File: config.mk
export PLATFORM = sky130hd
export DESIGN_NAME = calc_display_seq_flat
export DESIGN_NICKNAME = d
export VERILOG_FILES = /design/src/rtl/calc_display_seq_pkg.sv /design/src/rtl/calc_display_seq_if.sv /design/src/rtl/calc_display_seq_bcd_dd_step.sv /design/src/rtl/calc_display_seq.sv /design/src/flat_wrapper.sv
export SDC_FILE = /design/constraint.sdc
export NUM_CORES = 1
export LEC_CHECK = 0
export ABC_AREA = 1
export CELL_PAD_IN_SITES_DETAIL_PLACEMENT = 1
export CELL_PAD_IN_SITES_GLOBAL_PLACEMENT = 2
export CORE_MARGIN = 5
export CORE_UTILIZATION = 36
export DETAILED_ROUTE_END_ITERATION = 8
export PLACE_DENSITY = 0.95
export SYNTH_ARGS = -nofsm -noshare
export SYNTH_HDL_FRONTEND = slang
export SYNTH_HIERARCHICAL = 1
export SYNTH_SLANG_ARGS = --single-unit
File: constraint.sdc
create_clock -name clock -period 4 [get_ports clock]
set_input_delay 0.4 -clock clock [delete_from_list [all_inputs] [get_ports clock]]
set_output_delay 0.4 -clock clock [all_outputs]
set_load 0.02 [all_outputs]
File: src/rtl/calc_display_seq_pkg.sv
// Shared types and constants for the calculator display sequencer:
// status codes, display glyphs and the sequencer state encoding.
package calc_display_seq_pkg;

  typedef enum logic [1:0] {
    ST_ERR   = 2'b00,
    ST_BUSY  = 2'b01,
    ST_READY = 2'b10,
    ST_PRINT = 2'b11
  } status_e;

  localparam logic [3:0] DIG_BLANK = 4'hF;
  localparam logic [3:0] DIG_ERR   = 4'hE;

  typedef enum logic [2:0] {
    S_IDLE     = 3'd0,
    S_CONV     = 3'd1,
    S_EMIT     = 3'd2,
    S_EMIT_ERR = 3'd3,
    S_DONE     = 3'd4
  } state_e;

  // Largest value that fits on ndig decimal digits (10^ndig - 1).
  function automatic logic [63:0] max_decimal(input int ndig);
    logic [63:0] r;
    r = 64'd1;
    for (int i = 0; i < ndig; i++) begin
      r = r * 64'd10;
    end
    return r - 64'd1;
  endfunction

endpackage

File: src/rtl/calc_display_seq_if.sv
// Print request / digit stream bundle between the calc datapath, the
// display sequencer and the display driver.
interface calc_display_seq_if #(parameter int W = 27);
  logic         start;
  logic [W-1:0] value;
  logic         err;
  logic         busy;
  logic         valid;
  logic [3:0]   data;
  logic [3:0]   pos;
  logic         done;
  logic [1:0]   status;

  modport master (
    output start, value, err,
    input  busy, valid, data, pos, done, status
  );

  modport slave (
    input  start, value, err,
    output busy, valid, data, pos, done, status
  );
endinterface

File: src/rtl/calc_display_seq_bcd_dd_step.sv
// One combinational double-dabble iteration over a {bcd, binary} shift register:
// add 3 to every BCD nibble >= 5, then shift the whole register left by one.
module bcd_dd_step #(
  parameter int W    = 27,
  parameter int NDIG = 8
) (
  input  logic [W+4*NDIG-1:0] sr_i,
  output logic [W+4*NDIG-1:0] sr_o
);

  localparam int SRW = W + 4 * NDIG;

  logic [SRW-1:0] adj_s;

  always_comb begin
    adj_s = sr_i;
    for (int i = 0; i < NDIG; i++) begin
      if (sr_i[W+4*i +: 4] >= 4'd5) begin
        adj_s[W+4*i +: 4] = sr_i[W+4*i +: 4] + 4'd3;
      end else begin
        adj_s[W+4*i +: 4] = sr_i[W+4*i +: 4];
      end
    end
  end

  assign sr_o = {adj_s[SRW-2:0], 1'b0};

endmodule

File: src/rtl/calc_display_seq.sv
// Display sequencer: captures a binary value on an accepted start, converts it to
// BCD one double-dabble step per cycle, then streams one digit per cycle.
module calc_display_seq
  import calc_display_seq_pkg::*;
#(
  parameter int W        = 27,
  parameter int NDIG     = 8,
  parameter bit BLANK_LZ = 1'b1
) (
  input logic             clock,
  input logic             reset,
  calc_display_seq_if.slave bus
);

  localparam int          SRW     = W + 4 * NDIG;
  localparam int          CW      = (W > 1) ? $clog2(W) : 1;
  localparam logic [63:0] MAX_VAL = max_decimal(NDIG);

  state_e         state_q, state_d;
  logic [SRW-1:0] sr_q, sr_d, step_s;
  logic [CW-1:0]  it_q, it_d;
  logic           busy_q, busy_d, valid_q, valid_d, done_q, done_d;
  logic [3:0]     data_q, data_d, pos_q, pos_d;
  status_e        status_q, status_d;

  // Digit k of the BCD word, blanked when it sits above the most significant nonzero digit.
  function automatic logic [3:0] digit_sel(input logic [4*NDIG-1:0] bcd, input logic [3:0] k);
    logic nz;
    nz = 1'b0;
    for (int j = 0; j < NDIG; j++) begin
      if (j >= int'(k) && bcd[4*j +: 4] != 4'd0) begin
        nz = 1'b1;
      end else begin
        nz = nz;
      end
    end
    if (BLANK_LZ && k != 4'd0 && !nz) begin
      return DIG_BLANK;
    end else begin
      return bcd[4*k +: 4];
    end
  endfunction

  bcd_dd_step #(.W(W), .NDIG(NDIG)) u_step (
    .sr_i (sr_q),
    .sr_o (step_s)
  );

  always_comb begin
    state_d  = state_q;
    sr_d     = sr_q;
    it_d     = it_q;
    busy_d   = busy_q;
    valid_d  = 1'b0;
    done_d   = 1'b0;
    data_d   = data_q;
    pos_d    = pos_q;
    status_d = status_q;
    case (state_q)
      S_IDLE: begin
        if (bus.start) begin
          busy_d = 1'b1;
          if (bus.err || (64'(bus.value) > MAX_VAL)) begin
            state_d  = S_EMIT_ERR;
            valid_d  = 1'b1;
            data_d   = DIG_ERR;
            pos_d    = 4'd0;
            status_d = ST_ERR;
          end else begin
            state_d  = S_CONV;
            sr_d     = {{(4*NDIG){1'b0}}, bus.value};
            it_d     = {CW{1'b0}};
            status_d = ST_BUSY;
          end
        end else begin
          state_d = S_IDLE;
        end
      end
      // The last iteration's result feeds digit 0 directly so it appears the next cycle.
      S_CONV: begin
        sr_d = step_s;
        if (it_q == CW'(W - 1)) begin
          state_d  = S_EMIT;
          valid_d  = 1'b1;
          data_d   = digit_sel(step_s[SRW-1:W], 4'd0);
          pos_d    = 4'd0;
          status_d = ST_PRINT;
        end else begin
          it_d = it_q + {{(CW-1){1'b0}}, 1'b1};
        end
      end
      S_EMIT: begin
        if (pos_q == 4'(NDIG - 1)) begin
          state_d  = S_DONE;
          done_d   = 1'b1;
          busy_d   = 1'b0;
          status_d = ST_READY;
        end else begin
          valid_d = 1'b1;
          pos_d   = pos_q + 4'd1;
          data_d  = digit_sel(sr_q[SRW-1:W], pos_q + 4'd1);
        end
      end
      // Error status stays 00 through DONE and IDLE until the next accepted start.
      S_EMIT_ERR: begin
        if (pos_q == 4'(NDIG - 1)) begin
          state_d = S_DONE;
          done_d  = 1'b1;
          busy_d  = 1'b0;
        end else begin
          valid_d = 1'b1;
          pos_d   = pos_q + 4'd1;
          data_d  = DIG_BLANK;
        end
      end
      S_DONE: begin
        state_d = S_IDLE;
      end
      default: begin
        state_d  = S_IDLE;
        busy_d   = 1'b0;
        status_d = ST_READY;
      end
    endcase
  end

  always_ff @(posedge clock or posedge reset) begin
    if (reset) begin
      state_q  <= S_IDLE;
      sr_q     <= {SRW{1'b0}};
      it_q     <= {CW{1'b0}};
      busy_q   <= 1'b0;
      valid_q  <= 1'b0;
      done_q   <= 1'b0;
      data_q   <= 4'd0;
      pos_q    <= 4'd0;
      status_q <= ST_READY;
    end else begin
      state_q  <= state_d;
      sr_q     <= sr_d;
      it_q     <= it_d;
      busy_q   <= busy_d;
      valid_q  <= valid_d;
      done_q   <= done_d;
      data_q   <= data_d;
      pos_q    <= pos_d;
      status_q <= status_d;
    end
  end

  assign bus.busy   = busy_q;
  assign bus.valid  = valid_q;
  assign bus.done   = done_q;
  assign bus.data   = data_q;
  assign bus.pos    = pos_q;
  assign bus.status = status_q;

endmodule
File: src/flat_wrapper.sv
// flat-port wrapper written by rule: the top's interface ports become plain ports
module calc_display_seq_flat import calc_display_seq_pkg::*;
#(
  parameter int W        = 27,
  parameter int NDIG     = 8,
  parameter bit BLANK_LZ = 1'b1
)
  (clock, reset, bus_start, bus_value, bus_err, bus_busy, bus_valid, bus_data, bus_pos, bus_done, bus_status);
  calc_display_seq_if #(.W(W)) bus_i ();
  input logic clock;
  input logic reset;
  input wire logic [$bits(bus_i.start)-1:0] bus_start;
  input wire logic [$bits(bus_i.value)-1:0] bus_value;
  input wire logic [$bits(bus_i.err)-1:0] bus_err;
  output wire logic [$bits(bus_i.busy)-1:0] bus_busy;
  output wire logic [$bits(bus_i.valid)-1:0] bus_valid;
  output wire logic [$bits(bus_i.data)-1:0] bus_data;
  output wire logic [$bits(bus_i.pos)-1:0] bus_pos;
  output wire logic [$bits(bus_i.done)-1:0] bus_done;
  output wire logic [$bits(bus_i.status)-1:0] bus_status;
  assign bus_i.start = bus_start;
  assign bus_i.value = bus_value;
  assign bus_i.err = bus_err;
  assign bus_busy = bus_i.busy;
  assign bus_valid = bus_i.valid;
  assign bus_data = bus_i.data;
  assign bus_pos = bus_i.pos;
  assign bus_done = bus_i.done;
  assign bus_status = bus_i.status;
  calc_display_seq #(.W(W), .NDIG(NDIG), .BLANK_LZ(BLANK_LZ)) u_core (.clock(clock), .reset(reset), .bus(bus_i));
endmodule
Yosys cells after proc, flatten, opt, wreduce, memory -nomap -nowiden
Cells that the tools add are included.

word-level totals
  bits in registers = 80
  input port bits = 31
  output and inout port bits = 13
  word-level logic and storage cells = 146

operators by class
  add/sub/neg operators = 10
  $lt $le $gt $ge = 17
  equality and inequality tests = 16
  shift operators = 1
  muxes and demuxes = 57
  bitwise operators = 2
  reduce and logical (&&, ||, !) cells = 34

operator list
  operator                                                            count
  two-way mux 59 bit                                                  2
  case mux 59 bit (2 select lines)                                    1
  two-way mux 4 bit                                                   17
  nonzero test 4 bit                                                  10
  greater-or-equal comparator 4 x 3 -> 1 bit (second input constant)  8
  indexed part select 32 x 7 -> 4 bit                                 1
  adder 4 x 2 -> 4 bit (second input constant)                        7
  greater-than comparator 27 bit (second input constant)              1
  two-way mux 1 bit                                                   19
  greater-or-equal comparator 3 x 4 -> 1 bit (first input constant)   4
  case mux 4 bit (4 select lines)                                     1
  two-way mux 5 bit                                                   3
  != test 2 bit (second input constant)                               6
  case mux 4 bit (3 select lines)                                     1
  two-way mux 2 bit                                                   5
  case mux 5 bit (2 select lines)                                     1
  logical AND 1 bit                                                   9
  two-way mux 3 bit                                                   3
  case mux 3 bit (3 select lines)                                     1
  greater-or-equal comparator 1 x 4 -> 1 bit (first input constant)   2
  greater-or-equal comparator 2 x 4 -> 1 bit (first input constant)   2
  != test 2 x 1 -> 1 bit (second input constant)                      4
  case mux 2 bit (4 select lines)                                     1
  AND reduction 4 bit                                                 2
  other kinds (20)                                                    26

Logic depth before layout (Yosys ltp)
  depth after elaboration = 18
  depth in mapped cells = 16
  depth with buffers taken out = 15

Modules after synthesis
The synthesis kept the hierarchy.

by module, submodules not included
  module            times used  cells each  area each (um^2)  seq. area each (um^2)
  calc_display_seq  1           580         4287.9            2003.2
  bcd_dd_step       1           204         1211.2            0.0

Least setup slack after synthesis
Ideal clock, no wire load.

  path type = register to register
  start = register u_core.pos_q[0], in the netlist u_core/bus.pos[0]
  end = register u_core.data_q[2], in the netlist u_core/bus.data[2]
  library setup time = 0.073 ns
  arrival time = 2.104 ns
  data required time = 3.927 ns
  setup slack = 1.823 ns
  stages on the path, launching flop included = 14
  buffers on the path = 3
  clock period less this slack = 2.177 ns
  cell sequence = dfrtp_1 > buf_4 > inv_2 > buf_2 > ha_1 > buf_4 > clkinv_1 > a21oi_1 > o21ai_0 > o211ai_1 > nand3_1 > nand2_1 > nand2_1 > a21oi_2

on the way
  longest elaborated chain between the ends = 18
  elaborated cells between the ends (all ways) = 38
  those cells by class = add/sub (1); order compare (8); eq/ne (3); shift (1); mux (13); reduce/logical (12)

ends and longest elaborated chain
  element                                     RTL line                 text
  start, declared                             calc_display_seq.sv:23   logic [3:0] data_q, data_d, pos_q, pos_d;
  start signal, assigned                      calc_display_seq.sv:146  pos_q <= pos_d;
  adder 4 x 1 -> 4 bit                        calc_display_seq.sv:101  data_d = digit_sel(sr_q[SRW-1:W], pos_q + 4'd1);
  greater-or-equal comparator 1 x 4 -> 1 bit  calc_display_seq.sv:31   if (j >= int'(k) && bcd[4*j +: 4] != 4'd0) begin
  logical AND 1 bit                           calc_display_seq.sv:31
  two-way mux 1 bit (8 in series)             calc_display_seq.sv:31
  two-way mux 1 bit                           calc_display_seq.sv:93   if (pos_q == 4'(NDIG - 1)) begin
  two-way mux 1 bit                           calc_display_seq.sv:59   case (state_q)
  logical NOT 1 bit                           calc_display_seq.sv:37   if (BLANK_LZ && k != 4'd0 && !nz) begin
  logical AND 1 bit                           calc_display_seq.sv:37
  two-way mux 4 bit                           calc_display_seq.sv:37
  two-way mux 4 bit                           calc_display_seq.sv:93
  case mux 4 bit (4 select lines)             calc_display_seq.sv:59
  end signal, assigned                        calc_display_seq.sv:145  data_q <= data_d;
  end, declared                               calc_display_seq.sv:23

Parallel ways exist; a longest one is shown, timed or not. The select of a mux whose other input is x is not followed.
A chain may end at the register's enable or synchronous reset.

Worst setup path in the final report
  start = register u_core.pos_q[0], in the netlist u_core/bus.pos[0]
  end = register u_core.data_q[3], in the netlist u_core/bus.data[3]

Same word-level chain as after synthesis.

==> flow_summary.ini <==
[outcome]
status = completed

[setup_path]
rr_startpoint = u_core/bus.pos[0]$_DFFE_PP0P_
worstRegToRegCells = 10
cp_top_family = flip-flops
r2r_slack_ns = 1.09
cp.arrival_ns = 3.17
slowest_delay_ns = 0.76
cp_max_fo = 21
setup.worst_path.end_class = flop
path_buf_inv = 2
critPathSlowestCell = dfrtp_1
critical_path_required_ns = 4.27
r2r_end = u_core/bus.data[3]$_DFFE_PP0P_
cp_cell_sequence = inv_2 > ha_1 > clkinv_1 > a21oi_1 > o21ai_0 > o211ai_1 > nand3_1 > nand2_1 > nand2_1 > a21oi_1
critPathKind = reg2reg
cp-start-kind = flop

[clock_network]
clock-sinks = 80
clk_latency_ns = 0.35
clkSlewWorstSetupHoldPaths_ns = 0.06
cts_setup_buffers = 0
cts_inserted_buffers = 9
cts_root_buf = clkbuf_16
htree_levels = 3
cts_tree = done
cts-resized-gates = 0
cts_hold_buf = 0
max-clock-path-buffers = 2

[finish]
syn2layout_area_growth_pct = 12.2
drive_gt1_share_pct = 9.61
antennaDiodeCount = 0
fin_nets = 838
final_util_pct = 40.9

[route]
dr.pass1.iters = 4
wl_per_cell_um = 14.6
drt_iter0_drc = 164
vias = 4833
vias_per_cell = 4.94
drt_wl_total_um = 14300
ant_nets = 0
drc = 0

[sta]
fin_tns_setup_ns = 0
worst_pin_slew_ns = 0.739
finalClockSkew_ns = 0.00846
final-setup-viol-count = 0
timing.slew.headroom_pct = 50.7
min_period_ns = 2.91
fmaxAchievable_mhz = 344
finalHoldViolCount = 0
finalCritPeriodShare_pct = 72.7
rsz0062_at_grt = false
report.final.slew_viol_count = 0

[floorplanning]
ioPinCount = 44
core-area_um2 = 15100
initial_core_util_pct = 36.4
die_y_um = 134
rows = 45
dieArea_um2 = 17800
die_w_um = 134

[logic_synthesis]
ys_seq_area_share_pct = 36.4
synth_cell_types = 36
avgSynthCellArea_um2 = 7.01
ys_seq_elements = 80
synthCells = 784
netlist_area_um2 = 5500
synth_nets = 836
yosysWarnings = 6

[placed_design]
gp_congestion = 0.774
portBuffers = 43
hpwl_um = 10300

[flow_run]
maxCapViolations = 0

[power]
leakagePower_nw = 2.98
peakVddDrop_mv = 0.253
pwr_density_cell_nw_per_um2 = 810

[global_routing]
grt_pass1_wl_um = 24400
grt.overflow.total = 0
grt_max_degree = 70
antenna_found_initial = 0
grt_pass1_vias = 4989
grt.total_usage_pct = 16.6

[worst_hold_path]
holdCritPathClass = in2async
## worst max-delay path by stage
| stage | startpoint | end | slack [ns] | cells after the start |
|---|---|---|---|---|
| global route | u_core/bus.pos[0]$_DFFE_PP0P_ | u_core/bus.data[1]$_DFFE_PP0P_ | 0.81 | 12 |
| finish | u_core/bus.pos[0]$_DFFE_PP0P_ | u_core/bus.data[3]$_DFFE_PP0P_ | 1.09 | 10 |
| floorplan | reset | u_core/bus.busy$_DFFE_PP0P_ | 1.55 | 1 |
| CTS | u_core/bus.pos[0]$_DFFE_PP0P_ | u_core/bus.data[3]$_DFFE_PP0P_ | 1.13 | 10 |
| global placement | bus_value[9] | u_core/sr_q[18]$_DFFE_PP0P_ | 1.01 | 13 |
| detailed placement | bus_value[9] | u_core/sr_q[2]$_DFFE_PP0P_ | 0.94 | 13 |
## worst register-to-register path, stage by stage, from the launching register on
cell,delay [ns]
dfrtp_1,0.76
inv_2,0.29
ha_1,0.58
clkinv_1,0.33
a21oi_1,0.22
o21ai_0,0.11
o211ai_1,0.10
nand3_1,0.14
nand2_1,0.09
nand2_1,0.06
a21oi_1,0.16
## power breakdown
group | switching, W | internal, W
combinational | 0.00158 | 0.000871
sequential | 0.000384 | 0.00116
clock | 0.000353 | 0.000643
## state kept, by name, indices dropped and copies added, names as in the netlist
name               cells
u_core/it_q            5
u_core/state_q         3
u_core/sr_q           59
u_core/bus.busy        1
u_core/bus.done        1
u_core/bus.status      2
u_core/bus.pos         4
u_core/bus.valid       1
u_core/bus.data        4
## cell usage after synthesis (all sizes together)
| cell | instances | area (µm²) |
|---|---|---|
| a21oi | 31 | 178 |
| nand3b | 3 | 22.5 |
| o211ai | 4 | 30.0 |
| conb | 1 | 3.75 |
| or2 | 3 | 18.8 |
| dfrtp | 79 | 1980 |
| nor3 | 2 | 15.0 |
| clkinv | 1 | 3.75 |
| inv | 84 | 315 |
| clkbuf | 9 | 35.0 |
| buf | 47 | 349 |
| o21ai | 115 | 606 |
| nand4 | 8 | 50.1 |
| nand3 | 28 | 145 |
| nand2 | 283 | 1090 |
| nor2 | 56 | 308 |
| o31ai | 3 | 22.5 |
| dfstp | 1 | 26.3 |
| and3 | 1 | 6.26 |
| ha | 21 | 263 |
| xor2 | 4 | 35.0 |
## stage by stage
step / setup slack [ns] / std cells / total power, W / cell area [µm²] / hold slack, ns
after floorplan: 1.55 / 784 / 0.00353 / 5500 / 0.448
after global placement: 1.01 / 963 / 0.00396 / 5810 / 0.465
after detailed placement: 0.940 / 963 / 0.00402 / 5810 / 0.472
after CTS: 1.13 / 979 / 0.00505 / 6170 / 0.463
after global routing: 0.810 / 979 / 0.00547 / 6170 / 0.506
final: 1.09 / 979 / 0.00500 / 6170 / 0.444
## layout by cell type (no fill, tap or decap), types with 4 or more instances in the layout
cell,instances
a21oi_2,6
ha_1,21
nor2_1,43
o21ai_0,92
dfrtp_1,79
o211ai_1,4
nand4_1,8
o21ai_1,15
nor2_4,13
nand3_1,27
nand2_1,274
clkdlybuf4s50_1,43
clkbuf_16,9
buf_4,4
o21ai_2,8
inv_2,15
a21oi_1,25
inv_1,68
nand2_2,8
xor2_1,4
## routing by layer
metal | track usage (%) | vias up | wire length, µm
met5 | 0 | - | 0
met1 | 21.6 | 2302 | 6810
met3 | 2.30 | 13 | 321
met2 | 28.5 | 57 | 6950
met4 | 5.26 | 0 | 205
li1 | - | 2461 | -
## area by class of cell
class / count / area (µm²)
Fill cell: 1933 / 8920
Multi-Input combinational cell: 563 / 2790
Sequential cell: 80 / 2000
Timing Repair Buffer: 47 / 460
Inverter: 85 / 320
Clock buffer: 11 / 253
Tap cell: 188 / 235
Clock inverter: 5 / 103
## kinds of logic after synthesis
| logic type | count (synthesis) | synth area share [%] |
|---|---|---|
| flops | 80 | 36.4 |
| buf+inv | 141 | 12.8 |
| xor+xnor | 4 | 0.637 |
| other cells | 1 | 0.0682 |
| fa+ha+maj | 21 | 4.78 |
| compound gates | 153 | 15.2 |
| simple gates | 384 | 30.1 |
Power figures use the tool's default switching activity.
